**src/rtl/reorder_buffer_pkg.sv**
```systemverilog
// reorder_buffer_pkg: shared widths and per-entry layout of the reorder buffer.
`ifndef WORD_SIZE
`define WORD_SIZE 32
`endif
`ifndef ROB_ENTRY_WIDTH
`define ROB_ENTRY_WIDTH 3
`endif
`ifndef ARCH_REG_INDEX_SIZE
`define ARCH_REG_INDEX_SIZE 5
`endif

package reorder_buffer_pkg;
    localparam int ROB_ID_W = `ROB_ENTRY_WIDTH;
    localparam int REG_W    = `ARCH_REG_INDEX_SIZE;

    typedef struct packed {
        logic                   valid;
        logic                   ready;
        logic                   is_store;
        logic [REG_W-1:0]       rd;
        logic [`WORD_SIZE-1:0]  data;
    } rob_entry_t;
endpackage

```
**src/rtl/reorder_buffer_if.sv**
```systemverilog
// reorder_buffer_if: allocation, lookup, writeback and commit signals of the reorder buffer.
interface reorder_buffer_if #(parameter int WORD_SIZE = `WORD_SIZE);
    import reorder_buffer_pkg::*;
    logic                 require_rob_entry;
    logic                 is_store;
    logic [REG_W-1:0]     rd;
    logic [ROB_ID_W-1:0]  assigned_rob_id;
    logic                 full;
    logic [ROB_ID_W-1:0]  rs1_rob_id;
    logic [ROB_ID_W-1:0]  rs2_rob_id;
    logic [WORD_SIZE-1:0] rob_s1_data;
    logic [WORD_SIZE-1:0] rob_s2_data;
    logic                 rob_s1_valid;
    logic                 rob_s2_valid;
    logic                 alu_wb_bypass_enable;
    logic                 mem_wb_bypass_enable;
    logic                 mul_wb_bypass_enable;
    logic [ROB_ID_W-1:0]  alu_wb_rob_id;
    logic [ROB_ID_W-1:0]  mem_wb_rob_id;
    logic [ROB_ID_W-1:0]  mul_wb_rob_id;
    logic [WORD_SIZE-1:0] alu_wb_data;
    logic [WORD_SIZE-1:0] mem_wb_data;
    logic [WORD_SIZE-1:0] mul_wb_data;
    logic                 jump_taken;
    logic                 commit;
    logic [REG_W-1:0]     commit_rd;
    logic [ROB_ID_W-1:0]  commit_rob_id;
    logic [WORD_SIZE-1:0] commit_data;
    logic                 commit_is_store;

    modport master (
        output require_rob_entry, is_store, rd, rs1_rob_id, rs2_rob_id,
               alu_wb_bypass_enable, mem_wb_bypass_enable, mul_wb_bypass_enable,
               alu_wb_rob_id, mem_wb_rob_id, mul_wb_rob_id,
               alu_wb_data, mem_wb_data, mul_wb_data, jump_taken,
        input  assigned_rob_id, full, rob_s1_data, rob_s2_data, rob_s1_valid, rob_s2_valid,
               commit, commit_rd, commit_rob_id, commit_data, commit_is_store
    );

    modport slave (
        input  require_rob_entry, is_store, rd, rs1_rob_id, rs2_rob_id,
               alu_wb_bypass_enable, mem_wb_bypass_enable, mul_wb_bypass_enable,
               alu_wb_rob_id, mem_wb_rob_id, mul_wb_rob_id,
               alu_wb_data, mem_wb_data, mul_wb_data, jump_taken,
        output assigned_rob_id, full, rob_s1_data, rob_s2_data, rob_s1_valid, rob_s2_valid,
               commit, commit_rd, commit_rob_id, commit_data, commit_is_store
    );
endinterface

```
**src/rtl/reorder_buffer.sv**
```systemverilog
// reorder_buffer: circular in-order retirement buffer with three writeback ports and flush.
module reorder_buffer
    import reorder_buffer_pkg::*;
#(
    parameter int WORD_SIZE   = `WORD_SIZE,
    parameter int NUM_ENTRIES = 2**`ROB_ENTRY_WIDTH
) (
    input logic              clk,
    input logic              rst_n,
    reorder_buffer_if.slave  rob
);
    localparam int                  CNT_W    = ROB_ID_W + 1;
    localparam logic [CNT_W-1:0]    FULL_CNT = CNT_W'(NUM_ENTRIES);
    localparam logic [ROB_ID_W-1:0] LAST     = ROB_ID_W'(NUM_ENTRIES - 1);

    rob_entry_t          ent_q [NUM_ENTRIES];
    rob_entry_t          ent_d [NUM_ENTRIES];
    logic [ROB_ID_W-1:0] head_q, head_d, tail_q, tail_d;
    logic [CNT_W-1:0]    cnt_q, cnt_d;
    logic                full, alloc, commit;

    function automatic logic [ROB_ID_W-1:0] nxt(input logic [ROB_ID_W-1:0] p);
        return p == LAST ? '0 : p + ROB_ID_W'(1);
    endfunction

    assign full   = cnt_q == FULL_CNT;
    assign alloc  = rob.require_rob_entry & ~full;
    assign commit = ent_q[head_q].valid & ent_q[head_q].ready;

    assign rob.full            = full;
    assign rob.assigned_rob_id = tail_q;
    assign rob.rob_s1_data     = WORD_SIZE'(ent_q[rob.rs1_rob_id].data);
    assign rob.rob_s2_data     = WORD_SIZE'(ent_q[rob.rs2_rob_id].data);
    assign rob.rob_s1_valid    = ent_q[rob.rs1_rob_id].valid & ent_q[rob.rs1_rob_id].ready;
    assign rob.rob_s2_valid    = ent_q[rob.rs2_rob_id].valid & ent_q[rob.rs2_rob_id].ready;
    assign rob.commit          = commit;
    assign rob.commit_rd       = commit ? ent_q[head_q].rd : '0;
    assign rob.commit_rob_id   = commit ? head_q : '0;
    assign rob.commit_data     = commit ? WORD_SIZE'(ent_q[head_q].data) : '0;
    assign rob.commit_is_store = commit & ent_q[head_q].is_store;

    // Writebacks applied lowest priority first so that alu overrides mem overrides mul on a shared id.
    always_comb begin
        ent_d  = ent_q;
        head_d = commit ? nxt(head_q) : head_q;
        tail_d = alloc ? nxt(tail_q) : tail_q;
        cnt_d  = alloc & ~commit ? cnt_q + CNT_W'(1) : (~alloc & commit ? cnt_q - CNT_W'(1) : cnt_q);
        if (rob.mul_wb_bypass_enable && ent_q[rob.mul_wb_rob_id].valid) begin
            ent_d[rob.mul_wb_rob_id].ready = 1'b1;
            ent_d[rob.mul_wb_rob_id].data  = rob.mul_wb_data;
        end
        if (rob.mem_wb_bypass_enable && ent_q[rob.mem_wb_rob_id].valid) begin
            ent_d[rob.mem_wb_rob_id].ready = 1'b1;
            ent_d[rob.mem_wb_rob_id].data  = rob.mem_wb_data;
        end
        if (rob.alu_wb_bypass_enable && ent_q[rob.alu_wb_rob_id].valid) begin
            ent_d[rob.alu_wb_rob_id].ready = 1'b1;
            ent_d[rob.alu_wb_rob_id].data  = rob.alu_wb_data;
        end
        if (commit)
            ent_d[head_q].valid = 1'b0;
        if (alloc) begin
            ent_d[tail_q].valid    = 1'b1;
            ent_d[tail_q].ready    = 1'b0;
            ent_d[tail_q].is_store = rob.is_store;
            ent_d[tail_q].rd       = rob.rd;
        end
        if (rob.jump_taken) begin
            for (int i = 0; i < NUM_ENTRIES; i++)
                ent_d[i].valid = 1'b0;
            head_d = '0;
            tail_d = '0;
            cnt_d  = '0;
        end
    end

    always_ff @(posedge clk or negedge rst_n) begin
        if (!rst_n) begin
            for (int i = 0; i < NUM_ENTRIES; i++)
                ent_q[i] <= '0;
            head_q <= '0;
            tail_q <= '0;
            cnt_q  <= '0;
        end else begin
            ent_q  <= ent_d;
            head_q <= head_d;
            tail_q <= tail_d;
            cnt_q  <= cnt_d;
        end
    end
endmodule

```
**src/flat_wrapper.sv**
```systemverilog
// flat-port wrapper written by rule: the top's interface ports become plain ports
module reorder_buffer_flat import reorder_buffer_pkg::*;
#(
    parameter int WORD_SIZE   = `WORD_SIZE,
    parameter int NUM_ENTRIES = 2**`ROB_ENTRY_WIDTH
)
  (clk, rst_n, rob_require_rob_entry, rob_is_store, rob_rd, rob_rs1_rob_id, rob_rs2_rob_id, rob_alu_wb_bypass_enable, rob_mem_wb_bypass_enable, rob_mul_wb_bypass_enable, rob_alu_wb_rob_id, rob_mem_wb_rob_id, rob_mul_wb_rob_id, rob_alu_wb_data, rob_mem_wb_data, rob_mul_wb_data, rob_jump_taken, rob_assigned_rob_id, rob_full, rob_rob_s1_data, rob_rob_s2_data, rob_rob_s1_valid, rob_rob_s2_valid, rob_commit, rob_commit_rd, rob_commit_rob_id, rob_commit_data, rob_commit_is_store);
  reorder_buffer_if #(.WORD_SIZE(WORD_SIZE)) rob_i ();
  input logic clk;
  input logic rst_n;
  input wire logic [$bits(rob_i.require_rob_entry)-1:0] rob_require_rob_entry;
  input wire logic [$bits(rob_i.is_store)-1:0] rob_is_store;
  input wire logic [$bits(rob_i.rd)-1:0] rob_rd;
  input wire logic [$bits(rob_i.rs1_rob_id)-1:0] rob_rs1_rob_id;
  input wire logic [$bits(rob_i.rs2_rob_id)-1:0] rob_rs2_rob_id;
  input wire logic [$bits(rob_i.alu_wb_bypass_enable)-1:0] rob_alu_wb_bypass_enable;
  input wire logic [$bits(rob_i.mem_wb_bypass_enable)-1:0] rob_mem_wb_bypass_enable;
  input wire logic [$bits(rob_i.mul_wb_bypass_enable)-1:0] rob_mul_wb_bypass_enable;
  input wire logic [$bits(rob_i.alu_wb_rob_id)-1:0] rob_alu_wb_rob_id;
  input wire logic [$bits(rob_i.mem_wb_rob_id)-1:0] rob_mem_wb_rob_id;
  input wire logic [$bits(rob_i.mul_wb_rob_id)-1:0] rob_mul_wb_rob_id;
  input wire logic [$bits(rob_i.alu_wb_data)-1:0] rob_alu_wb_data;
  input wire logic [$bits(rob_i.mem_wb_data)-1:0] rob_mem_wb_data;
  input wire logic [$bits(rob_i.mul_wb_data)-1:0] rob_mul_wb_data;
  input wire logic [$bits(rob_i.jump_taken)-1:0] rob_jump_taken;
  output wire logic [$bits(rob_i.assigned_rob_id)-1:0] rob_assigned_rob_id;
  output wire logic [$bits(rob_i.full)-1:0] rob_full;
  output wire logic [$bits(rob_i.rob_s1_data)-1:0] rob_rob_s1_data;
  output wire logic [$bits(rob_i.rob_s2_data)-1:0] rob_rob_s2_data;
  output wire logic [$bits(rob_i.rob_s1_valid)-1:0] rob_rob_s1_valid;
  output wire logic [$bits(rob_i.rob_s2_valid)-1:0] rob_rob_s2_valid;
  output wire logic [$bits(rob_i.commit)-1:0] rob_commit;
  output wire logic [$bits(rob_i.commit_rd)-1:0] rob_commit_rd;
  output wire logic [$bits(rob_i.commit_rob_id)-1:0] rob_commit_rob_id;
  output wire logic [$bits(rob_i.commit_data)-1:0] rob_commit_data;
  output wire logic [$bits(rob_i.commit_is_store)-1:0] rob_commit_is_store;
  assign rob_i.require_rob_entry = rob_require_rob_entry;
  assign rob_i.is_store = rob_is_store;
  assign rob_i.rd = rob_rd;
  assign rob_i.rs1_rob_id = rob_rs1_rob_id;
  assign rob_i.rs2_rob_id = rob_rs2_rob_id;
  assign rob_i.alu_wb_bypass_enable = rob_alu_wb_bypass_enable;
  assign rob_i.mem_wb_bypass_enable = rob_mem_wb_bypass_enable;
  assign rob_i.mul_wb_bypass_enable = rob_mul_wb_bypass_enable;
  assign rob_i.alu_wb_rob_id = rob_alu_wb_rob_id;
  assign rob_i.mem_wb_rob_id = rob_mem_wb_rob_id;
  assign rob_i.mul_wb_rob_id = rob_mul_wb_rob_id;
  assign rob_i.alu_wb_data = rob_alu_wb_data;
  assign rob_i.mem_wb_data = rob_mem_wb_data;
  assign rob_i.mul_wb_data = rob_mul_wb_data;
  assign rob_i.jump_taken = rob_jump_taken;
  assign rob_assigned_rob_id = rob_i.assigned_rob_id;
  assign rob_full = rob_i.full;
  assign rob_rob_s1_data = rob_i.rob_s1_data;
  assign rob_rob_s2_data = rob_i.rob_s2_data;
  assign rob_rob_s1_valid = rob_i.rob_s1_valid;
  assign rob_rob_s2_valid = rob_i.rob_s2_valid;
  assign rob_commit = rob_i.commit;
  assign rob_commit_rd = rob_i.commit_rd;
  assign rob_commit_rob_id = rob_i.commit_rob_id;
  assign rob_commit_data = rob_i.commit_data;
  assign rob_commit_is_store = rob_i.commit_is_store;
  reorder_buffer #(.WORD_SIZE(WORD_SIZE), .NUM_ENTRIES(NUM_ENTRIES)) u_core (.clk(clk), .rst_n(rst_n), .rob(rob_i));
endmodule
```
**config.mk**
```make
export PLATFORM = sky130hd
export DESIGN_NAME = reorder_buffer_flat
export DESIGN_NICKNAME = d
export VERILOG_FILES = /design/src/rtl/reorder_buffer_pkg.sv /design/src/rtl/reorder_buffer_if.sv /design/src/rtl/reorder_buffer.sv /design/src/flat_wrapper.sv
export SDC_FILE = /design/constraint.sdc
export NUM_CORES = 1
export LEC_CHECK = 0
export ABC_AREA = 0
export ABC_CLOCK_PERIOD_IN_PS = 5150
export CORE_ASPECT_RATIO = 0.75
export CORE_MARGIN = 2
export CORE_UTILIZATION = 40
export DETAILED_ROUTE_END_ITERATION = 8
export PLACE_DENSITY_LB_ADDON = 0.2
export SLEW_MARGIN = 20
export SYNTH_ARGS = -nofsm -noshare
export SYNTH_HDL_FRONTEND = slang
export SYNTH_SLANG_ARGS = --single-unit
export TNS_END_PERCENT = 1
```
**constraint.sdc**
```tcl
create_clock -name clk -period 5.15 [get_ports clk]
set_input_delay 1.03 -clock clk [delete_from_list [all_inputs] [get_ports clk]]
set_output_delay 1.03 -clock clk [all_outputs]
set_load 0.01 [all_outputs]
```
==> After elaboration in Yosys (flattened, before gate mapping) <==
Index checks and enable logic that the tools add are counted.
Widths: inputs -> output; s select.
{ "op_classes": {"addsub": 4, "n_lt_le_gt_ge": 12, "n_eq_ne": 3, "mux": 76, "n_bitwise": 17, "reduce_logical": 11} }
{ "ops": {"columns": ["operator", "n"], "rows": [
  ["$bwmux 320", 11],
  ["$mux 320", 5],
  ["$demux 40 s3", 11],
  ["$bmux 40 s3", 6],
  ["$mux 40", 14],
  ["$mux 39", 4],
  ["$mux 32", 4],
  ["$mux 38", 1],
  ["$mux 37", 1],
  ["$ge 4x4->1 const B", 7],
  ["$not 3->4", 7],
  ["$mux 3", 7],
  ["$lt 4x1->1 const B", 5],
  ["$mux 4", 3],
  ["$logic_and 1x1->1", 8],
  ["$mux 1", 8],
  ["$and 1x1->1", 7],
  ["$add 3x1->3 const B", 2],
  ["$eq 3x3->1 const B", 2],
  ["$mux 5", 1],
  ["$add 4x1->4 const B", 1],
  ["$eq 4x4->1 const B", 1],
  ["$reduce_bool 2->1", 2],
  ["$sub 4x1->4 const B", 1],
  ["2 further kinds", 4]
]} }
{ "totals": {"reg_bits": 330, "inputBits": 124} }

==> Longest topological paths before layout <==
Gate-level depths: netlist of the first run.
{ "depth": {"depth_word": 22, "mapped_depth": 13, "depth_no_buf": 11} }

==> Least setup slack after synthesis of the first run <==
Ideal clock, no wire load.
{ "synth_path": {"kind": "input to output", "start": "input rob_rs1_rob_id[0]", "end": "output rob_rob_s1_data[0]", "t_arrival_ns": 2.571, "required_ns": 4.120, "slack_ns": 1.549, "cell_stages": 4, "path_buffers": 2, "path_cell_list": "clkbuf_1 buf_2 mux4_2 mux2_2"} }
{ "synth_via": {"elab_chain_cells": 4} }
{ "synth_rtl": {"columns": ["item", "line", "rtl"], "rows": [
  ["start, declared", "flat_wrapper.sv:14", "input wire logic [$bits(rob_i.rs1_rob_id)-1:0] rob_rs1_rob_id;"],
  ["$not 3->4 (not written as such)", "reorder_buffer.sv:32", "assign rob.rob_s1_data = WORD_SIZE'(ent_q[rob.rs1_rob_id].data);"],
  ["$bmux 40 s3", "reorder_buffer.sv:32", null],
  ["$mux 40", null, null],
  ["$mux 40 (not written as such)", "reorder_buffer.sv:32", null],
  ["end, declared", "flat_wrapper.sv:28", "output wire logic [$bits(rob_i.rob_s1_data)-1:0] rob_rob_s1_data;"]
]} }
Every way passes these cells. The select of a mux whose other input is x is not followed.

==> Worst setup path after layout of the first run <==
{ "layout_path": {"start": "register u_core.head_q[2]", "end": "output rob_commit_data[21]"} }
{ "layout_via": {"elab_chain_cells": 6} }
{ "layout_rtl": {"columns": ["item", "line", "rtl"], "rows": [
  ["start, declared", "reorder_buffer.sv:18", "logic [ROB_ID_W-1:0] head_q, head_d, tail_q, tail_d;"],
  ["start signal, assigned", "reorder_buffer.sv:81", "head_q <= '0;"],
  ["start signal, assigned", "reorder_buffer.sv:86", "head_q <= head_d;"],
  ["$not 3->4 (not written as such) *", "reorder_buffer.sv:28, reorder_buffer.sv:39", null],
  ["$bmux 40 s3 *", "reorder_buffer.sv:28, reorder_buffer.sv:39", null],
  ["$mux 40 (not written as such) *", "reorder_buffer.sv:39", "assign rob.commit_data = commit ? WORD_SIZE'(ent_q[head_q].data) : '0;"],
  ["$mux 40 *", null, null],
  ["$and 1x1->1", "reorder_buffer.sv:28", "assign commit = ent_q[head_q].valid & ent_q[head_q].ready;"],
  ["$mux 32 *", "reorder_buffer.sv:39", null],
  ["end, declared", "flat_wrapper.sv:35", "output wire logic [$bits(rob_i.commit_data)-1:0] rob_commit_data;"]
]} }
Every way passes the cells marked *; elsewhere a longest branch is shown, timed or not. The select of a mux whose other input is x is not followed.

==> results.toml, run 1 <==
[worst_setup_path]
cpPeakStageDelay_ns = 0.66
slowest_stage = "dfrtp_4"
crit_fanout = 28
start_kind = "register"
cp-end-kind = "output port"
cpLargestDelayFamily = "buffers and inverters"
crit_chain = "inv_1 > mux4_2 > mux2_2 > buf_4 > nor2_1 > clkdlybuf4s50_1"
crit_required_ns = 4.12
crit_buf_inv = 3
worst-setup-path-type = "register to output port"
cp_data_arrival_time_ns = 3.72

[floorplan]
fp.dieH_um = 218.2
die_width_um = 289.6
rows = 78
start_util_pct = 40.43
design.die.area_um2 = 63170
pin_count = 236
core_area_um2 = 60510

[synth]
synth_cell_type_count = 64
synth_fa_ha_area_share_pct = 0.3887
synth_warnings = 0
synth_area_um2 = 24460
synth_top_family_by_area = "multiplexers"
netlist_instances = 2252
synth_compound_area_share_pct = 16.23
synth_ff_type = "dfrtp_1"
synth_edf_count = 0
yosys-mux-area-fraction_pct = 35.23
ys_seq_area_share_pct = 33.76
synthSimpleGateAreaFrac_pct = 8.833
synth.avg_cell_area_um2 = 10.86
synth_xor_area_share_pct = 0.1739
synth_nets = 2383
synth.ff_latch_count = 330
async_flop_share_pct = 100.0

[detailed_routing]
wl_met2_mm = 40.84
dr.pass1.iters = 5
wl_per_cell_um = 29.66
top_layer_used = "met5"
routedLengthMet1_mm = 39.45
drc_errors = 0
vias_per_cell = 6.639
vias = 20820
wl_met3_mm = 9.511
ant_nets = 0
wl_mm = 93.01
dr.first_iter.drc_count = 2414

[power_and_ir_drop]
p_clk_share_pct = 28.1
p_sw_uw = 3455
power.density_nw_per_um2 = 379.5
comb_power_share_pct = 33.1
ir_drop_mv = 0.1970
p_leak_uw = 0.01265
p_int_uw = 7421
pwr-share-seq_pct = 38.8
switching_share_pct = 31.77

[timing]
fin_crit_sh_pct = 92.23
rsz0062_at_grt = "false"
maxSlewViolCount = 0
slew_headroom_pct = 28.25
fmax_mhz = 210.5
fin_skew_ns = 0.02006
tightest_slew_ns = 1.076
setup_tns_ns = 0
setup_viol = 0
period_minus_slack_ns = 4.750
hold_violations = 0

[clock_tree]
numCtsBuffers = 41
ctsResizeCount = 0
ctsHoldBuffers = 0
post_cts_buffers = 0
clk_latency_ns = 0.59
clk_path_buf_depth = 3
cts.sinks = 330
clk_pin_slew_ns = 0.06
htreeDepth = 2
cts_tree = "yes"
root_buffer = "clkbuf_16"

[flow_run]
maxCapViolations = 0

[placement]
dp.final_hpwl_mm = 56.30
gp_congestion = 0.8639
portBuffers = 235
place_area_um2 = 27270

[grt]
grt.overflow.total = 0
grt_pass1_wl_mm = 137.8
grt_pass1_vias = 20960
antenna_found_initial = 5
grt_max_degree = 103
grt_usage_pct = 29.24

[finish]
fin_nets = 2436
fill_cells = 5454
fin_area_um2 = 28660
drive_gt1_share_pct = 22.37
area_growth_pct = 17.17

[worst_hold_path]
hp-class = "register to register"

[status]
outcome = "finished clean"
power groups by stage:
stage | Clock (uW) | Sequential [uW] | Combinational, uW
2_1_floorplan | 0 | 3870 | 2570
3_3_place_gp | 0 | 4140 | 3470
3_5_place_dp | 0 | 4210 | 3570
4_1_cts | 3090 | 4180 | 3600
5_1_grt | 3180 | 4300 | 3870
6_report | 3050 | 4220 | 3600
layout by cell type (no fill, tap or decap), drive strengths merged, types with 3 or more instances in the layout:
cell type	Yosys	final
ha	6	6
nand4b	5	5
o211ai	5	5
and3	3	3
o22ai	32	32
xnor2	4	4
a221oi	32	32
a21oi	114	114
clkinv	0	6
o21ai	107	107
or3	33	33
nand4	4	4
mux4	210	210
nand3	6	6
nor4b	5	5
nand2	118	118
and2	5	5
nor3	8	8
mux2i	267	267
dfrtp	330	330
mux2	108	108
a31oi	35	35
clkbuf	154	59
nor2	217	217
nand3b	35	35
nand2b	6	6
o2111ai	3	3
a21o	128	128
buf	124	60
bufinv	0	4
a211oi	98	98
clkdlybuf4s50	0	228
nor2b	8	8
inv	18	19
per-stage QoR:
step / hold slack [ns] / worst slack (ns) / std cells / utilization (%) / total power (uW)
after floorplan: 0.4403 / 1.549 / 2252 / - / 6439
after global placement: 0.4565 / 0.9720 / 3062 / 45.07 / 7614
after detailed placement: 0.4680 / 0.9397 / 3062 / 45.07 / 7782
after CTS: 0.4832 / 0.3519 / 3134 / 47.36 / 10860
after global routing: 0.4987 / 0.2642 / 3135 / 47.37 / 11350
final: 0.4810 / 0.4001 / 3136 / 47.37 / 10880
worst paths after layout:
kind                       cells past startpoint             start                       endpoint  slack, ns
setup / recovery                               6  u_core.head_q[2]            rob_commit_data[21]       0.40
hold / removal                                 2  u_core.ent_q[75]               u_core.ent_q[75]       0.48
setup reg to reg                              11  u_core.head_q[2]                u_core.cnt_q[3]       1.58
hold reg to reg                                2  u_core.ent_q[75]               u_core.ent_q[75]       0.48
max in group asynchronous                      2             rst_n              u_core.ent_q[227]       3.44
min in group asynchronous                      1             rst_n  u_core.rob.assigned_rob_id[1]       0.50
worst register-to-register path, cell delays in order, from the launching register on:
cell and delay (ns):
dfrtp_4 0.71, inv_1 0.19, mux4_2 0.38, mux2_2 0.75, nand2_1 0.24, ha_1 0.34, a21o_1 0.17, a21oi_1 0.20
nand2_1 0.08, mux2i_1 0.17, xnor2_1 0.14, nor2_1 0.06
sequential cells by signal, indices dropped and copies added, names as in the netlist:
register and cells:
u_core.ent_q 320, u_core.cnt_q 4, u_core.head_q 3, u_core.rob.assigned_rob_id 3
cell usage after synthesis, types with 3 or more instances:
cell type | count | area (um^2)
nand3_1 | 6 | 30.03
dfrtp_1 | 330 | 8258
xnor2_1 | 3 | 26.28
or3_1 | 33 | 206.5
mux2i_1 | 267 | 2673
a211oi_1 | 98 | 735.7
nor4b_2 | 3 | 45.04
inv_1 | 17 | 63.81
buf_6 | 5 | 56.30
and2_1 | 5 | 31.28
a31oi_1 | 35 | 219.0
nand4_1 | 4 | 25.02
a221oi_1 | 12 | 105.1
nand4b_1 | 5 | 43.79
and3_1 | 3 | 18.77
nor2_1 | 217 | 814.5
a21oi_1 | 94 | 470.5
buf_4 | 14 | 105.1
o22ai_1 | 32 | 200.2
o21ai_0 | 104 | 520.5
nand3b_1 | 35 | 262.8
clkbuf_1 | 154 | 578.1
nor2b_1 | 8 | 50.05
a221oi_2 | 20 | 300.3
a21oi_2 | 20 | 175.2
mux2_2 | 108 | 1216
buf_1 | 13 | 48.80
o211ai_1 | 4 | 30.03
ha_1 | 6 | 75.07
nand2b_1 | 6 | 37.54
a21o_1 | 128 | 960.9
buf_2 | 92 | 460.4
mux4_2 | 210 | 4730
nand2_1 | 118 | 442.9
nor3_1 | 6 | 30.03
area by class of cell:
class	instances	area [um^2]	area share [%]
diodes	2	5.005	0.01746
clock buffers	59	1206	4.208
clock inverters	13	173.9	0.6068
inverters	18	67.56	0.2357
multi-input cells	1626	15040	52.48
flip-flops and latches	330	8269	28.85
well taps	800	1001	3.492
repair buffers	288	2898	10.11
cells by family after synthesis:
group                    after synthesis
AO/OA/AOI/OAI                        570
XOR/XNOR                               4
adder cells (fa/ha/maj)                7
buffers and inverters                296
flip-flops                           330
multiplexers                         585
AND/OR/NAND/NOR                      460
routing by layer:
layer | vias to the layer above | global-route usage [%]
met3 | 233 | 6.451
li1 | 8651 | -
met1 | 10660 | 41.51
met2 | 1272 | 43.90
met4 | 6 | 10.60
met5 | - | 0
No activity file was read; power rests on OpenSTA's default activity.
==> run 2, diff against run 1 <==
CELL_PAD_IN_SITES_DETAIL_PLACEMENT = 1   (was default)
CELL_PAD_IN_SITES_GLOBAL_PLACEMENT = 2   (was default)
==> results.toml, run 2 (synthesis gave the netlist of run 1 again) <==
[timing]
tightest_slew_ns = 1.081
fin_skew_ns = 0.01764
fmax_mhz = 206.5
slew_headroom_pct = 27.88
setup_viol = 0
holdWs_ns = 0.4705
period_minus_slack_ns = 4.842
maxSlewViolCount = 0
rsz0062_at_grt = "false"
setup_tns_ns = 0
hold_violations = 0
fin_crit_sh_pct = 94.02

[detailed_routing]
wl_per_cell_um = 31.83
wl_mm = 100.2
vias_per_cell = 6.706
vias = 21120
dr.pass1.iters = 5
ant_nets = 0
dr.first_iter.drc_count = 2189
drc_errors = 0

[grt]
grt_pass1_vias = 22060
antenna_found_initial = 8
grt.overflow.total = 0
grt_usage_pct = 31.68
grt_pass1_wl_mm = 148.6
grt_max_degree = 111

[worst_setup_path]
crit_buf_inv = 3
critPathMostFrequentCell = "buf_4"
cp-end-kind = "output port"
cpLargestDelayFamily = "buffers and inverters"
cp_data_arrival_time_ns = 3.81
start_kind = "register"
crit_fanout = 46
cpPeakStageDelay_ns = 0.77
crit_chain = "buf_4 > buf_4 > mux4_2 > mux2i_1 > nor2_1 > clkdlybuf4s50_1"
crit_required_ns = 4.12
worst-setup-path-type = "register to output port"
slowest_stage = "buf_4"

[finish]
largest_reg_flops = 320
area_growth_pct = 17.06
final_common_cell = "dfrtp_1"
fin_nets = 2452
mostFrequentLayoutCells = "dfrtp_1, mux2i_1, clkdlybuf4s50_1, nor2_1, mux4_2"
fill_cells = 6466
reg_top3 = "u_core.ent_q: 320 flops, u_core.cnt_q: 4 flops"
multi_input_area_um2 = 14990
regMostFlops = "u_core.ent_q"
drive_gt1_share_pct = 22.40
regArea_um2 = 8267
fin_util_pct = 47.32

[floorplan]
rows = 78
design.die.area_um2 = 63170
die_width_um = 289.6
core_area_um2 = 60510
start_util_pct = 40.43
fp.dieH_um = 218.2
pin_count = 236

[clock_tree]
clk_path_buf_depth = 3
htreeDepth = 2
clk_pin_slew_ns = 0.06
cts_tree = "yes"
post_cts_buffers = 0
root_buffer = "clkbuf_16"
ctsResizeCount = 0
ctsHoldBuffers = 0
cts.sinks = 330
clk_latency_ns = 0.58
numCtsBuffers = 41

[worst_hold_path]
hp-class = "register to register"

[status]
outcome = "finished clean"

[placement]
gp_congestion = 0.8441
dp.final_hpwl_mm = 60.48
portBuffers = 235

[power_and_ir_drop]
p_leak_uw = 0.01269
power.density_nw_per_um2 = 378.7
ir_drop_mv = 0.1985

[flow_run]
maxCapViolations = 0
run 2: cell types whose count changed in the layout (fill, tap and decap cells not counted), moves of 2 or more:
cell        change
buf_4          +15
clkinv_2        -4
clkbuf_8        +3
diode_2         +3
buf_2           +2
clkbuf_16       -2
clkinvlp_4      -2
nand3_4         -2
run 2: through the flow:
step / power, uW / setup WS [ns] / cell area [um^2] / cells
final: 10850 / 0.3082 / 28640 / 3149
after global routing: 11340 / 0.2271 / 28640 / 3149
after CTS: 10840 / 0.3843 / 28620 / 3144
after detailed placement: 7848 / 1.003 / 27320 / 3078
after global placement: 7624 / 1.048 / 27320 / 3078
after floorplan: 6439 / 1.549 / 24460 / 2252
run 2: cell type report:
cell class | instances | share of cell area [%]
multi-input combinational | 1626 | 52.33
sequential | 330 | 28.87
timing repair buffer | 304 | 10.48
clock buffer | 61 | 4.195
tap | 800 | 3.496
clock inverter | 5 | 0.3496
inverter | 18 | 0.2360
antenna | 5 | 0.04369
run 2: report_power, final:
group / total, uW / switching, uW / internal (uW) / leakage, uW
clock: 2960 / 1220 / 1740 / 0.000639
sequential: 4260 / 888 / 3370 / 0.00421
combinational: 3630 / 1400 / 2230 / 0.00784
total: 10800 / 3500 / 7340 / 0.0127
run 2: per-layer routing:
metal | up-vias | track usage [%] | routed length [um]
met3 | 182 | 5.365 | 7487
met2 | 975 | 48.82 | 46420
met5 | - | 0 | 21
met1 | 11270 | 45.54 | 43550
li1 | 8685 | - | -
met4 | 4 | 9.949 | 2739
run 2: final timing paths:
kind | startpoint | end | slack (ns) | cells past startpoint
max | u_core.head_q[2] | rob_commit_data[0] | 0.31 | 6
min | u_core.ent_q[72] | u_core.ent_q[72] | 0.47 | 2
max reg2reg | u_core.ent_q[79] | u_core.cnt_q[3] | 1.76 | 11
min reg2reg | u_core.ent_q[72] | u_core.ent_q[72] | 0.47 | 2
max in group asynchronous | rst_n | u_core.ent_q[259] | 3.46 | 2
min in group asynchronous | rst_n | u_core.cnt_q[3] | 0.56 | 1
run 2: tightest hold or removal path, cell delays in order (launching register included):
cell and delay (ns):
dfrtp_1 0.33, nand2_1 0.05, nand2_1 0.05
==> variant 1: new RTL, settings of run 1 <==
The macro `ROB_ENTRY_WIDTH` goes from 3 to 2.
--- a/src/rtl/reorder_buffer_pkg.sv
+++ b/src/rtl/reorder_buffer_pkg.sv
@@ -3,7 +3,7 @@
 `define WORD_SIZE 32
 `endif
 `ifndef ROB_ENTRY_WIDTH
-`define ROB_ENTRY_WIDTH 3
+`define ROB_ENTRY_WIDTH 2
 `endif
 `ifndef ARCH_REG_INDEX_SIZE
 `define ARCH_REG_INDEX_SIZE 5
Interface: changed (7 resized); port bits go from 236 to 229. The function was not compared with the original's and may differ.
==> variant 1 against run 1 <==
Sequential cell count down 163. Die area down 51%. Total power decreased by 43%. Critical path depth grew 1. Sequential power fell by 43%. Worst hold slack better by 0.020 ns. Worst setup slack gained 0.46 ns. Largest cell class unchanged. Synthesized cell count shrank 48%. First-iteration DRC count fell by 67%. Critical endpoint is now rob_commit_data[2]. Highest routed layer unchanged. Clock skew shrank 0.0075 ns. Cell area shrank 48%. Global-route usage down 3.5 points. Wire length is 58% lower. Synthesized area down 52%.
==> variant 1: results (changes against run 1) <==
[metrics] outcome: completed
[metrics] global-route total usage across every layer: 0.257 (-0.0349)
[metrics] met1 WL: 17600 um (-55%)
[metrics] largest net degree at the start of global routing: 80 (-22%)
[metrics] proportion of synthesized chip area in sequential cells: 0.356 (+0.0186)
[metrics] reg2reg path depth: 9 (-2)
[metrics] worst-case vdd ir drop: 0.261 mV (+32%)
[metrics] Net Count, Synth: 1303 (-45%)
[metrics] synth cell count leaders: 267 x nand2_1, 262 x o21ai_0, 167 x dfrtp_1, 128 x mux2i_1, 102 x mux4_2
[metrics] cell with the largest stage delay on the worst path: dfrtp_2
[metrics] highest fanout seen on the critical path: 19 (-32%)
[metrics] clk buf depth: 2 (-1)
[metrics] hold endpoint: u_core.ent_q[73]
[metrics] summed negative setup slack over all endpoints: 0 ns (unchanged)
[metrics] via total after detailed routing: 9949 (-52%)
[metrics] most area-consuming cells after synthesis: dfrtp_1 36%, mux4_2 20%, o21ai_0 11%, mux2i_1 11%, nand2_1 8.5%
[metrics] critical hold path startpoint: u_core.ent_q[73]
[metrics] maximum clock skew at final layout: 0.0126 ns (-0.00746 ns)
[metrics] slowest stage delay, CP: 0.63 ns (-0.03 ns)
[metrics] number of buffer cells added on primary ports: 228 (-3.0%)
[metrics] Reg-to-Reg End: u_core.cnt_q[2]
[metrics] placed standard-cell area: 14200 um2 (-48%)
[metrics] number of global-route vias before repair: 9831 (-53%)
[metrics] CTS H-tree depth: 4 (+2)
[metrics] cell depth of the worst hold path: 1 (-1)
[metrics] global-route wire length before repair: 60400 um (-56%)
[metrics] static power due to leakage: 6.50 nW (-49%)
[metrics] data arrival time of the worst path: 3.26 ns (-0.46 ns)
[metrics] Fillers: 2641 (-52%)
[metrics] layout cell share with drive strength beyond 1: 0.153 (-0.0703)
[metrics] detailed-routed wire length on met2: 17500 um (-57%)
[metrics] estimated wirelength of the detail-placed design: 25300 um (-55%)
[metrics] Skew-Pair Late Insertion Delay: 0.43 ns (-0.16 ns)
[metrics] first-iteration detailed-routing DRC count: 787 (-67%)
[metrics] wire length after detailed routing: 38900 um (-58%)
[metrics] Slew headroom: 0.288 (+0.00601)
[metrics] pre-CTS setup slack: 1.24 ns (+0.302 ns)
[metrics] sum of met3 wire segment lengths after detailed routing: 3080 um (-68%)
[metrics] net total in the final layout: 1471 (-40%)
[metrics] clock buffer count from CTS: 17 (-59%)
[metrics] worst setup slack for register-to-register paths: 2.10 ns (+0.52 ns)
[metrics] GP Congestion: 0.789 (-8.7%)
[metrics] count of unique library cells instantiated by Yosys: 44 (-31%)
[metrics] CTS tree: done
## variant 1: cell types whose count changed after synthesis, sizes merged, moves of 108 or more
| cell | change |
|---|---|
| dfrtp | -163 |
| a21o | -128 |
| mux4 | -108 |
| o21ai | +155 |
| nand2 | +153 |
| mux2i | -139 |
| nor2 | -209 |
## variant 1: per-stage QoR
step,hold slack [ns],power (mW),util,instances
CTS,0.505,6.25,0.511,1747
finish,0.501,6.24,0.512,1748
global route,0.517,6.67,0.512,1748
floorplan,0.474,3.84,-,1175
global placement,0.485,4.84,0.491,1715
detailed placement,0.489,4.91,0.491,1715
## variant 1: worst max-delay path by stage
stage	to	slack (ns)	depth (start not counted)
floorplan	rob_rob_s1_data[10]	2.04	3
global placement	rob_rob_s1_valid	1.23	5
detailed placement	rob_rob_s1_data[0]	1.24	3
CTS	rob_commit_data[2]	0.84	7
global route	rob_commit_data[2]	0.62	7
finish	rob_commit_data[2]	0.86	7
## variant 1: cells by family (layout without fill, tap and decap cells)
| logic type | count (synthesis) | after routing | share of synthesized area |
|---|---|---|---|
| AO/OA/AOI/OAI | 286 | 286 | 0.127 |
| AND/OR/NAND/NOR | 346 | 346 | 0.132 |
| XOR/XNOR | 1 | 1 | 0.00192 |
| adder cells (fa/ha/maj) | 9 | 9 | 0.0102 |
| flip-flops | 167 | 167 | 0.356 |
| buffers and inverters | 112 | 293 | 0.0454 |
| multiplexers | 254 | 254 | 0.328 |
## variant 1: worst max-delay path, delay by kind of cell, from the launching register on
kind / cells / cell delay [ns]
DFF: 1 / 0.63
and+or+nand+nor: 2 / 0.37
AOI/OAI and AO/OA: 1 / 0.47
buffers and inverters: 4 / 1.34
## variant 1: per-layer routing
metal,GRT usage,vias up
li1,-,4598
met1,0.368,4855
met2,0.392,447
met3,0.0672,45
met4,0.0627,4
met5,0,-
## variant 1: area by class of cell
type                            count  area share
Clock buffer                       18      0.0289
Multi-Input combinational cell    896       0.476
Tap cell                          392      0.0331
Timing Repair Buffer              253       0.167
Clock inverter                     14      0.0112
Sequential cell                   167       0.282
Inverter                            8     0.00203
## variant 1: power by group through the flow
stage / registers, mW / clock network, mW / logic (mW)
5_1_grt: 2.47 / 1.41 / 2.79
6_report: 2.40 / 1.33 / 2.52
2_1_floorplan: 2.18 / 0 / 1.66
3_3_place_gp: 2.36 / 0 / 2.48
3_5_place_dp: 2.39 / 0 / 2.52
4_1_cts: 2.37 / 1.36 / 2.53
==> variant 2: new RTL, settings of run 1 <==
Made on the original files. Reset style: synchronous (`rst_n`), changed in one clocked block.
--- a/src/rtl/reorder_buffer.sv
+++ b/src/rtl/reorder_buffer.sv
@@ -74,7 +74,7 @@
         end
     end
 
-    always_ff @(posedge clk or negedge rst_n) begin
+    always_ff @(posedge clk) begin
         if (!rst_n) begin
             for (int i = 0; i < NUM_ENTRIES; i++)
                 ent_q[i] <= '0;
Check against the original RTL: not settled (the Yosys comparison gave no result); the edit may change what the design does.
==> variant 2 against run 1 <==
Clock skew grew 0.0034 ns. Critical path depth is the same. Cell area shrank 5.5%. Synthesized area shrank 6.5%. Non-clock buffer count grew 6. Sequential cell count is the same. Worst setup slack gained 0.27 ns. Wire length shrank 0.12%. Maximum frequency grew 6.1%. Count of clock-buffer cells in the layout shrank 2.
Power is not compared: it rests on default switching activity, and its combinational part moved more than twofold at a synthesized area within 25%.
==> variant 2: results (changes against run 1) <==
[metrics] worst hold-check slack: 0.483 ns (+0.00210 ns)
[metrics] compound-cell area share of the yosys netlist: 0.108 (-0.0539)
[metrics] Fillers: 5074 (-7.0%)
[metrics] Buffers, non-clock: 294 (+2.1%)
[metrics] data-path buffer share of cell area in the final layout: 0.108 (+0.00726)
[metrics] via total after detailed routing: 20400 (-1.9%)
[metrics] maximum clock skew at final layout: 0.0234 ns (+0.00337 ns)
[metrics] outcome: completed
[metrics] final-layout clock buffer total: 57 (-3.4%)
[metrics] share of flip-flops with an asynchronous set or reset after synthesis: 0 (-1.00)
[metrics] estimated wirelength of the detail-placed design: 55700 um (-1.1%)
[metrics] global-route wire length before repair: 135000 um (-1.8%)
[metrics] sum of met3 wire segment lengths after detailed routing: 10000 um (+5.3%)
[metrics] number of multi-input logic gates: 1522 (-6.4%)
[metrics] Seq area share: 0.244 (-0.0442)
[metrics] proportion of synthesized chip area in sequential cells: 0.289 (-0.0487)
[metrics] Reg-to-Reg End: u_core.cnt_q[3]
[metrics] synthesized instance count: 2127 (-5.6%)
[metrics] Skew-Pair Late Insertion Delay: 0.55 ns (-0.04 ns)
[metrics] count of unique library cells instantiated by Yosys: 51 (-20%)
[metrics] largest net degree at the start of global routing: 67 (-35%)
[metrics] hold endpoint: u_core.cnt_q[3]
[metrics] met1 WL: 38900 um (-1.4%)
[metrics] total area of multi-input combinational cells: 15300 um2 (+1.4%)
[metrics] slowest stage delay, CP: 0.77 ns (+0.11 ns)
[metrics] diode insertion count for antenna repair: 6 (+4)
[metrics] worst setup path startpoint: u_core.head_q[1]
[metrics] row count: 75 (-3.8%)
[metrics] Net Count, Synth: 2259 (-5.2%)
[metrics] Non-clock inverters: 13 (-5)
[metrics] wire length after detailed routing: 92900 um (-0.12%)
[metrics] critical hold path startpoint: u_core.cnt_q[3]
[metrics] layout cell share with drive strength beyond 1: 0.296 (+0.0724)
[metrics] clock-cell share of area: 0.0479 (-0.000229)
[metrics] GR Util met3: 0.0738 (+0.00927)
[metrics] worst setup slack for register-to-register paths: 1.48 ns (-0.10 ns)
[metrics] grt met2 use: 0.470 (+0.0308)
[metrics] main flop type after synthesis: dfxtp_1
[metrics] Synth-to-Final Area Change: 18.4%
[metrics] multiplexer share of the synthesized area: 0.455 (+0.102)
[metrics] WL per Instance: 31.4 um (+5.7%)
[metrics] worst setup path endpoint: rob_commit_data[3]
==> variant 2: changes by cell type in the layout (fill, tap and decap cells not counted), sizes merged, moves of 98 or more <==
cell / before / now
dfrtp: 330 / 0
a211oi: 98 / 0
o22ai: 32 / 192
dfxtp: 0 / 330
nor2: 217 / 13
mux2: 108 / 288
a21o: 128 / 2
==> variant 2: cell families (layout without fill, tap and decap cells) <==
group                      count (synthesis)  count (layout)
AOI/OAI and AO/OA                        373             373
muxes                                    740             740
adders and majority gates                  8               8
DFF                                      330             330
and+or+nand+nor                          398             398
xor gates and xnor gates                   3               3
other                                      0               6
buffers and inverters                    275             374
==> variant 2: power by group <==
part	switching, mW	internal (mW)	total, mW
sequential	0.0116	2.56	2.57
combinational	0.345	0.208	0.552
clock	1.18	1.73	2.91
total	1.53	4.50	6.03
==> variant 2: worst min-delay path, cell delays in order (launching register included) <==
cell,delay (ns)
dfxtp_1,0.31
o21ai_0,0.07
a21oi_1,0.06
